### src/rtl/snes_poller.sv
// Drives the shared latch/clock lines of eight SNES pads and captures
// 12 button bits per pad, publishing them atomically per frame.
module snes_poller #(
  parameter int HALF_TICK   = 300,
  parameter int POLL_CYCLES = 833333
) (
  input  logic        clk,
  input  logic        rst,
  input  logic        enable,
  input  logic [7:0]  snes_data,
  output logic        snes_latch,
  output logic        snes_clk,
  output logic [11:0] snes_0,
  output logic [11:0] snes_1,
  output logic [11:0] snes_2,
  output logic [11:0] snes_3,
  output logic [11:0] snes_4,
  output logic [11:0] snes_5,
  output logic [11:0] snes_6,
  output logic [11:0] snes_7,
  output logic        frame_done
);

  localparam int MAXC =
    (POLL_CYCLES > 2 * HALF_TICK) ? POLL_CYCLES : 2 * HALF_TICK;
  localparam int CW = $clog2(MAXC) + 1;

  localparam logic [CW-1:0] POLL_LAST  = CW'(POLL_CYCLES - 1);
  localparam logic [CW-1:0] LATCH_LAST = CW'(2 * HALF_TICK - 1);
  localparam logic [CW-1:0] HALF_LAST  = CW'(HALF_TICK - 1);

  typedef enum logic [1:0] {
    S_IDLE,
    S_LATCH,
    S_SHIFT,
    S_DONE
  } state_t;

  state_t         r_state;
  logic [CW-1:0]  r_cnt;
  logic [3:0]     r_bit;
  logic           r_hi;
  logic           r_latch;
  logic           r_sclk;
  logic           r_done;
  logic [7:0]     r_s1;
  logic [7:0]     r_s2;
  logic [11:0]    r_sh  [8];
  logic [11:0]    r_btn [8];

  always_ff @(posedge clk) begin
    if (rst) begin
      r_s1 <= 8'hFF;
      r_s2 <= 8'hFF;
    end else begin
      r_s1 <= snes_data;
      r_s2 <= r_s1;
    end
  end

  always_ff @(posedge clk) begin
    if (rst) begin
      r_state <= S_IDLE;
      r_cnt   <= '0;
      r_bit   <= '0;
      r_hi    <= 1'b0;
      r_latch <= 1'b0;
      r_sclk  <= 1'b1;
      r_done  <= 1'b0;
      for (int p = 0; p < 8; p++) begin
        r_sh[p]  <= '0;
        r_btn[p] <= '0;
      end
    end else begin
      unique case (r_state)
        S_IDLE: begin
          r_latch <= 1'b0;
          r_sclk  <= 1'b1;
          if (enable) begin
            if (r_cnt == POLL_LAST) begin
              r_state <= S_LATCH;
              r_cnt   <= '0;
              r_latch <= 1'b1;
            end else begin
              r_cnt <= r_cnt + 1'b1;
            end
          end
        end
        S_LATCH: begin
          if (r_cnt == LATCH_LAST) begin
            r_state <= S_SHIFT;
            r_cnt   <= '0;
            r_latch <= 1'b0;
            r_sclk  <= 1'b0;
            r_hi    <= 1'b0;
            r_bit   <= '0;
          end else begin
            r_cnt <= r_cnt + 1'b1;
          end
        end
        S_SHIFT: begin
          if (r_cnt != HALF_LAST) begin
            r_cnt <= r_cnt + 1'b1;
          end else if (!r_hi) begin
            // bits 12..15 carry no buttons, so only 0..11 are kept
            if (r_bit < 4'd12) begin
              for (int p = 0; p < 8; p++)
                r_sh[p] <= {~r_s2[p], r_sh[p][11:1]};
            end
            r_cnt  <= '0;
            r_sclk <= 1'b1;
            r_hi   <= 1'b1;
          end else if (r_bit == 4'd15) begin
            r_cnt   <= '0;
            r_state <= S_DONE;
            r_done  <= 1'b1;
            for (int p = 0; p < 8; p++)
              r_btn[p] <= r_sh[p];
          end else begin
            r_cnt  <= '0;
            r_bit  <= r_bit + 4'd1;
            r_sclk <= 1'b0;
            r_hi   <= 1'b0;
          end
        end
        S_DONE: begin
          r_done  <= 1'b0;
          r_state <= S_IDLE;
          r_cnt   <= '0;
        end
        default: r_state <= S_IDLE;
      endcase
    end
  end

  assign snes_latch = r_latch;
  assign snes_clk   = r_sclk;
  assign frame_done = r_done;
  assign snes_0     = r_btn[0];
  assign snes_1     = r_btn[1];
  assign snes_2     = r_btn[2];
  assign snes_3     = r_btn[3];
  assign snes_4     = r_btn[4];
  assign snes_5     = r_btn[5];
  assign snes_6     = r_btn[6];
  assign snes_7     = r_btn[7];

endmodule
### config.mk
export PLATFORM = sky130hd
export DESIGN_NAME = snes_poller
export DESIGN_NICKNAME = d
export VERILOG_FILES = /design/src/rtl/snes_poller.sv
export SDC_FILE = /design/constraint.sdc
export NUM_CORES = 1
export LEC_CHECK = 0
export CAP_MARGIN = 20
export CORE_MARGIN = 4
export CORE_UTILIZATION = 50
export DETAILED_ROUTE_END_ITERATION = 8
export PLACE_DENSITY = 0.74
export SYNTH_ARGS = -nofsm -noshare
export SYNTH_HDL_FRONTEND = slang
export SYNTH_SLANG_ARGS = --single-unit
### constraint.sdc
create_clock -name clk -period 6 [get_ports clk]
set_input_delay 0.9 -clock clk [delete_from_list [all_inputs] [get_ports clk]]
set_output_delay 0.9 -clock clk [all_outputs]
set_load 0.01 [all_outputs]
Word level (Yosys, flattened, before mapping). Memory sizes are Yosys's and may differ from the RTL's. Index checks and enable logic that the tools add are counted.

Register bits: 47. Bits in writable memories: 192. Input bits: 11. Output and inout port bits: 99. Word-level logic and storage cells: 126. Memories kept: 2.

Memory list: r_btn (words 8, width 12, rd ports 8, clocked after memory_dff 0, wr ports 8, RTL line 49) `logic [11:0] r_btn [8];`; r_sh (words 8, width 12, rd ports 8, clocked after memory_dff 0, wr ports 8, RTL line 48) `logic [11:0] r_sh [8];`.

$add $sub $neg: 2. Order comparisons: 1. Eq/ne operators: 15. Muxes and demuxes: 62. Bitwise logic cells: 24. Reduce and logical (&&, ||, !) cells: 11.

Operator list (count): 12-bit 2-to-1 mux (16); 21-bit 2-to-1 mux (4); 21-bit one-hot mux with 4 select lines (1); 1-bit 2-to-1 mux (25); 21-bit by 1-bit adder with 21-bit output, second input constant (1); 21-bit by 10-bit equality test with 1-bit output, second input constant (1); 21-bit by 20-bit equality test with 1-bit output, second input constant (1); 21-bit by 9-bit inequality test with 1-bit output, second input constant (1); 4-bit 2-to-1 mux (4); 1-bit bitwise OR (16); 2-bit inequality test, second input constant (7); 2-bit 2-to-1 mux (6); 1-bit inverter (8); 2-bit one-hot mux with 4 select lines (1); 4-bit one-hot mux with 2 select lines (1); 4-bit AND reduction (2); 1-bit one-hot mux with 2 select lines (3); 6-bit AND reduction (1); 2-bit nonzero test (3); 5-bit AND reduction (1); 4-bit by 1-bit adder with 4-bit output, second input constant (1); 2-bit equality test, second input constant (2); 4-bit equality test, second input constant (1); 4-bit less-than comparator, second input constant (1); other kinds (7) (7).

Logic depth before layout (Yosys ltp). Gate-level depths: netlist (run 1).

Depth in word-level cells: 8. Depth in mapped cells: 8. Gate-level depth less buffers: 7.

Worst setup path before layout (run 1). Ideal clock, no wire load.

Path type: flip-flop to flip-flop. From: register r_cnt[11]. To: memory r_btn[0][0] (enable). Library setup time: 0.571 ns. Arrival time: 5.952 ns. Required time: 5.429 ns. Slack: -0.522 ns. Stages on the path, launching flop included: 6. Buffers on the path: 1. Clock period less this slack: 6.522 ns. Cell sequence: dfxtp_1 or4_1 or2_0 buf_2 or2_4 o21bai_1.

RTL lines: start: declaration (RTL line 40) `logic [CW-1:0] r_cnt;`; start signal: assignment (RTL line 85) `r_cnt <= r_cnt + 1'b1;`; start signal: assignment (RTL line 98) `r_cnt <= r_cnt + 1'b1;`; start signal: assignment (RTL line 103) `r_cnt <= r_cnt + 1'b1;`; end: declaration (RTL line 49).

==> results.json, run 1 <==
{
  "num_rows": 48,
  "fin_tns_setup_ps": 0,
  "regArea_sq_um": 6710,
  "avgSynthCellArea_sq_um": 14.6,
  "hold_class": "flop to flop",
  "period_needed_ps": 3580,
  "vias": 4892,
  "outcome": "complete, no violations",
  "period_share": 0.597,
  "start_util": 0.517,
  "drv_cap": 0,
  "nFillCells": 1249,
  "clock-root-buffer": "clkbuf_16",
  "numCtsBuffers": 24,
  "synthToLayoutAreaGrowth_pct": 22.4,
  "seq_area_frac_synth": 0.739,
  "final_nets": 751,
  "hpwlAfterDp_um": 9630,
  "first_pass_iters": 5,
  "final_hold_viol_count": 0,
  "h-tree-depth": 1,
  "yosys.area.top_type": "edfxtp_1",
  "multi_input_area_sq_um": 2190,
  "crit_arrival_ps": 3760,
  "cts_hold_buf": 0,
  "crit_type": "flop to flop",
  "tightest_slew_ps": 1020,
  "synth_top_cell_area_share": 0.635,
  "cp_cell_sequence": "ha_1 -> nor4b_1 -> nand4_1 -> or2_4 -> a211oi_1 -> or2_4 -> buf_4",
  "core_sq_um": 17500,
  "required_ps": 6170,
  "synthArstFlopShare": 0,
  "viasPerCell": 5.01,
  "worst_setup_path_start_kind": "flop",
  "yosysWarnings": 0,
  "num_antenna_cells": 0,
  "final_layout_size_suffix_gt1_frac": 0.0866,
  "fmax_ghz": 0.279,
  "grt_pass1_wl_um": 24300,
  "grt_max_degree": 74,
  "path_clk_slew_ps": 60,
  "die_w_um": 143,
  "ys_top_cells_by_area": "edfxtp_1, dfxtp_1, and2_1, nor2b_1, xnor2_1",
  "cp_slowest_cell": "or2_4",
  "fp.dieH_um": 143,
  "synth_area_sq_um": 9070,
  "cp-end-kind": "flop",
  "post-place-ws_ps": 2420,
  "p_leak_nw": 3.88,
  "setup_viol": 0,
  "drtIter0Drc": 414,
  "postCtsSetupBuffers": 0,
  "finClkSkew_ps": 8.41,
  "power.density_nw_per_um2": 321,
  "io_buffer_count": 109,
  "max_slew_margin": 0.321,
  "crit_path_frequent_cell": "or2_4",
  "synth_flop_cell": "edfxtp_1",
  "grtUsageTotal": 0.146,
  "worst_slack_ps": 2420,
  "maxSlewViolCount": 0,
  "ys_types": 48,
  "cp_max_fo": 73,
  "ys_ff_latch": 239,
  "netlist_instances": 620,
  "grt_overflow_total": 0,
  "peakVddDrop_v": 0.000245,
  "rsz0062_at_grt": "no",
  "gp_congestion": 0.794,
  "wire_per_inst_um": 15.2,
  "ios": 110,
  "cts_tree": "built",
  "ant_nets": 0,
  "clock_path_buffers": 3,
  "critPathMaxStageDelay_ps": 820,
  "drc_errors": 0,
  "antenna_found_initial": 0,
  "grt_pass1_vias": 4848,
  "cts.sinks": 239,
  "synth_fp_nets": 638,
  "cts_resized": 0,
  "clock_latency_ps": 500,
  "wl_um": 14800,
  "die_area_sq_um": 20400,
  "synth_edf_count": 192
}
area by class of cell:
class                   instances  area share
flip-flops and latches        239       0.604
multi-input cells             342       0.197
repair buffers                115       0.102
clock buffers                  32      0.0605
well taps                     225      0.0253
clock inverters                12     0.00755
inverters                      11     0.00372
worst max-delay path: cells and delay by family (launching register included):
family | cells | cell delay [ps]
AO/OA/AOI/OAI | 1 | 220
adder cells (fa/ha/maj) | 1 | 250
buffers and inverters | 1 | 440
flip-flops | 1 | 380
AND/OR/NAND/NOR | 4 | 1940
cell usage after synthesis (3+ instances only):
master,n
nand4_1,10
nor2_1,37
inv_1,11
clkbuf_1,18
nand2b_1,4
nand2_1,10
o31ai_1,3
edfxtp_1,192
and2_1,138
xnor2_1,16
nand3_1,6
or2_2,18
o21ai_0,5
xor2_1,4
and3_1,4
nor3_1,11
buf_6,5
ha_1,7
nor4_1,6
a31oi_1,3
a21oi_1,7
dfxtp_1,47
nor2b_1,26
buf_2,4
registers in the layout, indices dropped and copies added, names as in the netlist:
register and flops:
r_sh 96, snes_clk 1, r_cnt 21, r_s2 8, r_s1 8, r_btn 96
r_bit 4, r_state 2, frame_done 1, snes_latch 1, r_hi 1
final timing paths:
path,startpoint,end,slack [ps],cells past startpoint
max reg2reg,r_cnt[0],r_sh[0][39],2420,7
min,r_s1[5],r_s2[5],410,1
max,r_cnt[0],r_sh[0][39],2420,7
min reg2reg,r_s1[5],r_s2[5],410,1
cells in the final DEF (no fill, tap or decap), types with 5 or more instances in the layout:
master / count
clkinv_2: 6
nor2_1: 37
nand4_1: 10
o21ai_0: 5
nor2b_1: 26
a21oi_1: 7
nand2_1: 10
nor4_1: 6
xnor2_1: 16
buf_4: 5
dfxtp_1: 47
nor3_1: 11
clkdlybuf4s50_1: 108
clkbuf_1: 5
clkbuf_16: 25
ha_1: 7
edfxtp_1: 192
and2_1: 138
nand3_1: 6
or2_2: 17
inv_1: 11
report_power, final:
group / total [mW] / internal (mW) / switching [mW]
clock: 1.41 / 0.829 / 0.579
combinational: 0.243 / 0.110 / 0.133
sequential: 1.91 / 1.87 / 0.0348
metrics by stage:
step	cells	power, mW	util	hold slack (ps)	instance area [sq um]
after floorplan	620	2.07	-	389	9080
after global placement	931	2.17	0.590	395	10300
after detailed placement	931	2.19	0.590	401	10300
after CTS	975	3.60	0.633	412	11100
after global routing	976	3.72	0.633	426	11100
final	976	3.56	0.633	409	11100
metal layers:
| layer | global-route usage | wire length, um |
|---|---|---|
| met5 | 0 | 0 |
| met4 | 0.0370 | 204 |
| met3 | 0.0305 | 848 |
| met2 | 0.244 | 7230 |
| met1 | 0.198 | 6550 |
cell families after synthesis:
family                     count (synthesis)  synth area share
muxes                                      1           0.00110
and+or+nand+nor                          285             0.186
adders and majority gates                  7           0.00965
xor gates and xnor gates                  20            0.0193
AOI/OAI and AO/OA                         29            0.0241
buffers and inverters                     39            0.0208
DFF                                      239             0.739
Note: power is estimated with default switching activity, not from simulation.
==> run 2: changes to the inputs <==
==> constraint.sdc (replaced) <==
create_clock -name clk -period 3 [get_ports clk]
set_input_delay 0.45 -clock clk [delete_from_list [all_inputs] [get_ports clk]]
set_output_delay 0.45 -clock clk [all_outputs]
set_load 0.01 [all_outputs]
==> run 2 against run 1 <==
Compared with the run above: maximum frequency grew 34%; hold slack is essentially flat; sequential share of layout area shrank 0.80 points; register-to-register slack lost 2100 ps; non-clock buffer count grew 8; sequential power grew 100%; clock power grew 110%; die area is the same; clock skew grew 4.8 ps; first-iteration DRC count shrank 32%; design area grew 1.4%; count of clock-buffer cells in the layout shrank 2.
==> results.json, run 2 (synthesis results as in run 1) <==
{
  "hpwlAfterDp_um": 10200,
  "final_layout_size_suffix_gt1_frac": 0.0979,
  "gp_congestion": 0.854,
  "grt_overflow_total": 0,
  "cp-end-kind": "flop",
  "grt_max_degree": 60,
  "num_antenna_cells": 0,
  "period_share": 0.890,
  "h-tree-depth": 1,
  "final_common_cell": "edfxtp_1",
  "crit_type": "flop to flop",
  "finClkSkew_ps": 13.2,
  "cts.sinks": 239,
  "hold_depth": 1,
  "combPwrFrac": 0.069,
  "top_regs": "r_btn x96, r_sh x96, r_cnt x21",
  "wire_per_inst_um": 15.6,
  "p_clk_frac": 0.404,
  "power.density_nw_per_um2": 644,
  "first_pass_iters": 4,
  "setup_viol": 0,
  "drc_errors": 0,
  "cts_tree": "built",
  "hold_class": "flop to flop",
  "mostFrequentLayoutCells": "edfxtp_1, and2_1, clkdlybuf4s50_1",
  "total_power_mw": 7.25,
  "fin_tns_setup_ps": 0,
  "min_delay_worst_endpoint": "r_s2[0]",
  "num_rows": 48,
  "required_ps": 3160,
  "internal_power_mw": 5.77,
  "final_hold_viol_count": 0,
  "regToRegSetupSlack_ps": 330,
  "period_needed_ps": 2670,
  "clock_path_buffers": 3,
  "cts_hold_buf": 0,
  "tightest_slew_ps": 662,
  "io_buffer_count": 109,
  "instances_no_fill": 981,
  "ant_nets": 0,
  "crit_arrival_ps": 2820,
  "power_frac_seq": 0.527,
  "p_leak_nw": 3.94,
  "grtUsageTotal": 0.152,
  "drv_cap": 0,
  "clock_latency_ps": 490,
  "dp_cells": 940,
  "numCtsBuffers": 23,
  "clock-root-buffer": "clkbuf_16",
  "outcome": "complete, no violations",
  "viasPerCell": 5.08,
  "r2r-end": "r_sh[0][2]",
  "drtIter0Drc": 281,
  "worstHoldStart": "r_s1[0]",
  "grt_pass1_wl_um": 25400,
  "die_area_sq_um": 20400,
  "post-place-ws_ps": 347,
  "die_w_um": 143,
  "fmax_ghz": 0.375,
  "core_sq_um": 17500,
  "r2r_cells": 7,
  "synthToLayoutAreaGrowth_pct": 24.1,
  "cts_resized": 0,
  "max_slew_margin": 0.554,
  "final_nets": 758,
  "switchingPower_mw": 1.48,
  "ios": 110,
  "worst_slack_ps": 331,
  "vias": 4985,
  "grt_pass1_vias": 4982,
  "wl_um": 15400,
  "cp_max_fo": 26,
  "start_util": 0.517,
  "rsz0062_at_grt": "no",
  "postCtsSetupBuffers": 0,
  "p_sw_frac": 0.205,
  "path_clk_slew_ps": 60,
  "timing.rr.start": "r_cnt[0]",
  "antenna_found_initial": 0,
  "fp.dieH_um": 143,
  "worst_setup_path_start_kind": "flop",
  "maxSlewViolCount": 0,
  "peakVddDrop_v": 0.000539
}
==> run 2: cell types whose count changed in the layout (fill, tap and decap cells not counted), moves of 2 or more <==
cell	before	now
clkinv_1	4	1
clkbuf_16	25	23
buf_12	0	5
clkinvlp_4	0	2
bufinv_16	1	4
clkinv_2	6	3
buf_4	5	9
==> run 2: worst max-delay path by stage <==
stage                    from     endpoint  slack [ps]  depth (start not counted)
floorplan           r_cnt[17]  r_btn[0][0]        -310                          5
global placement    r_cnt[17]  r_sh[0][37]         470                          6
detailed placement   r_cnt[0]  r_sh[0][38]         350                          7
CTS                  r_cnt[0]  r_sh[0][36]         320                          7
global route         r_cnt[0]  r_sh[0][37]         140                          7
finish               r_cnt[0]   r_sh[0][2]         330                          7
==> run 2: final cells by class <==
type                            count  area (sq um)
Sequential cell                   239          6710
Fill cell                        1262          6280
Multi-Input combinational cell    342          2200
Timing Repair Buffer              123          1250
Clock buffer                       30           612
Tap cell                          225           282
Clock inverter                     11           163
Inverter                           11          41.3
==> run 2: power groups by stage <==
stage	clock network, mW	logic (mW)	registers (mW)
5_1_grt	3.17	0.540	3.84
6_report	2.93	0.498	3.82
3_5_place_dp	0	0.503	3.89
2_1_floorplan	0	0.227	3.91
4_1_cts	3.00	0.505	3.82
3_3_place_gp	0	0.486	3.88
==> run 2: through the flow <==
| stage | util | cell area, sq um | hold slack, ps |
|---|---|---|---|
| floorplan | - | 9090 | 389 |
| global placement | 0.598 | 10500 | 399 |
| detailed placement | 0.598 | 10500 | 395 |
| CTS | 0.642 | 11300 | 406 |
| global route | 0.642 | 11300 | 429 |
| finish | 0.642 | 11300 | 409 |
==> run 2: metal layers <==
| layer | vias up | part of all wire | GRT usage |
|---|---|---|---|
| met5 | - | 0 | 0 |
| met4 | 0 | 0.016 | 0.0350 |
| met3 | 24 | 0.064 | 0.0255 |
| met2 | 137 | 0.50 | 0.261 |
| met1 | 2405 | 0.42 | 0.206 |
| li1 | 2419 | - | - |
==> run 2: critical path, cell delays in order, from the launching register on <==
cell and delay [ps]:
dfxtp_1 400, ha_1 250, nor4b_2 270, nand4_1 280, or2_4 390, a211oi_1 240
or2_4 180, buf_4 310
==> run 3: changes to the inputs <==
--- a/config.mk
+++ b/config.mk
@@ -5,7 +5,6 @@
 export SDC_FILE = /design/constraint.sdc
 export NUM_CORES = 1
 export LEC_CHECK = 0
-export CAP_MARGIN = 20
 export CORE_MARGIN = 4
 export CORE_UTILIZATION = 50
 export DETAILED_ROUTE_END_ITERATION = 8
==> results of run 3 <==
Final layout, timing and power as in run 2 (identical DEF).
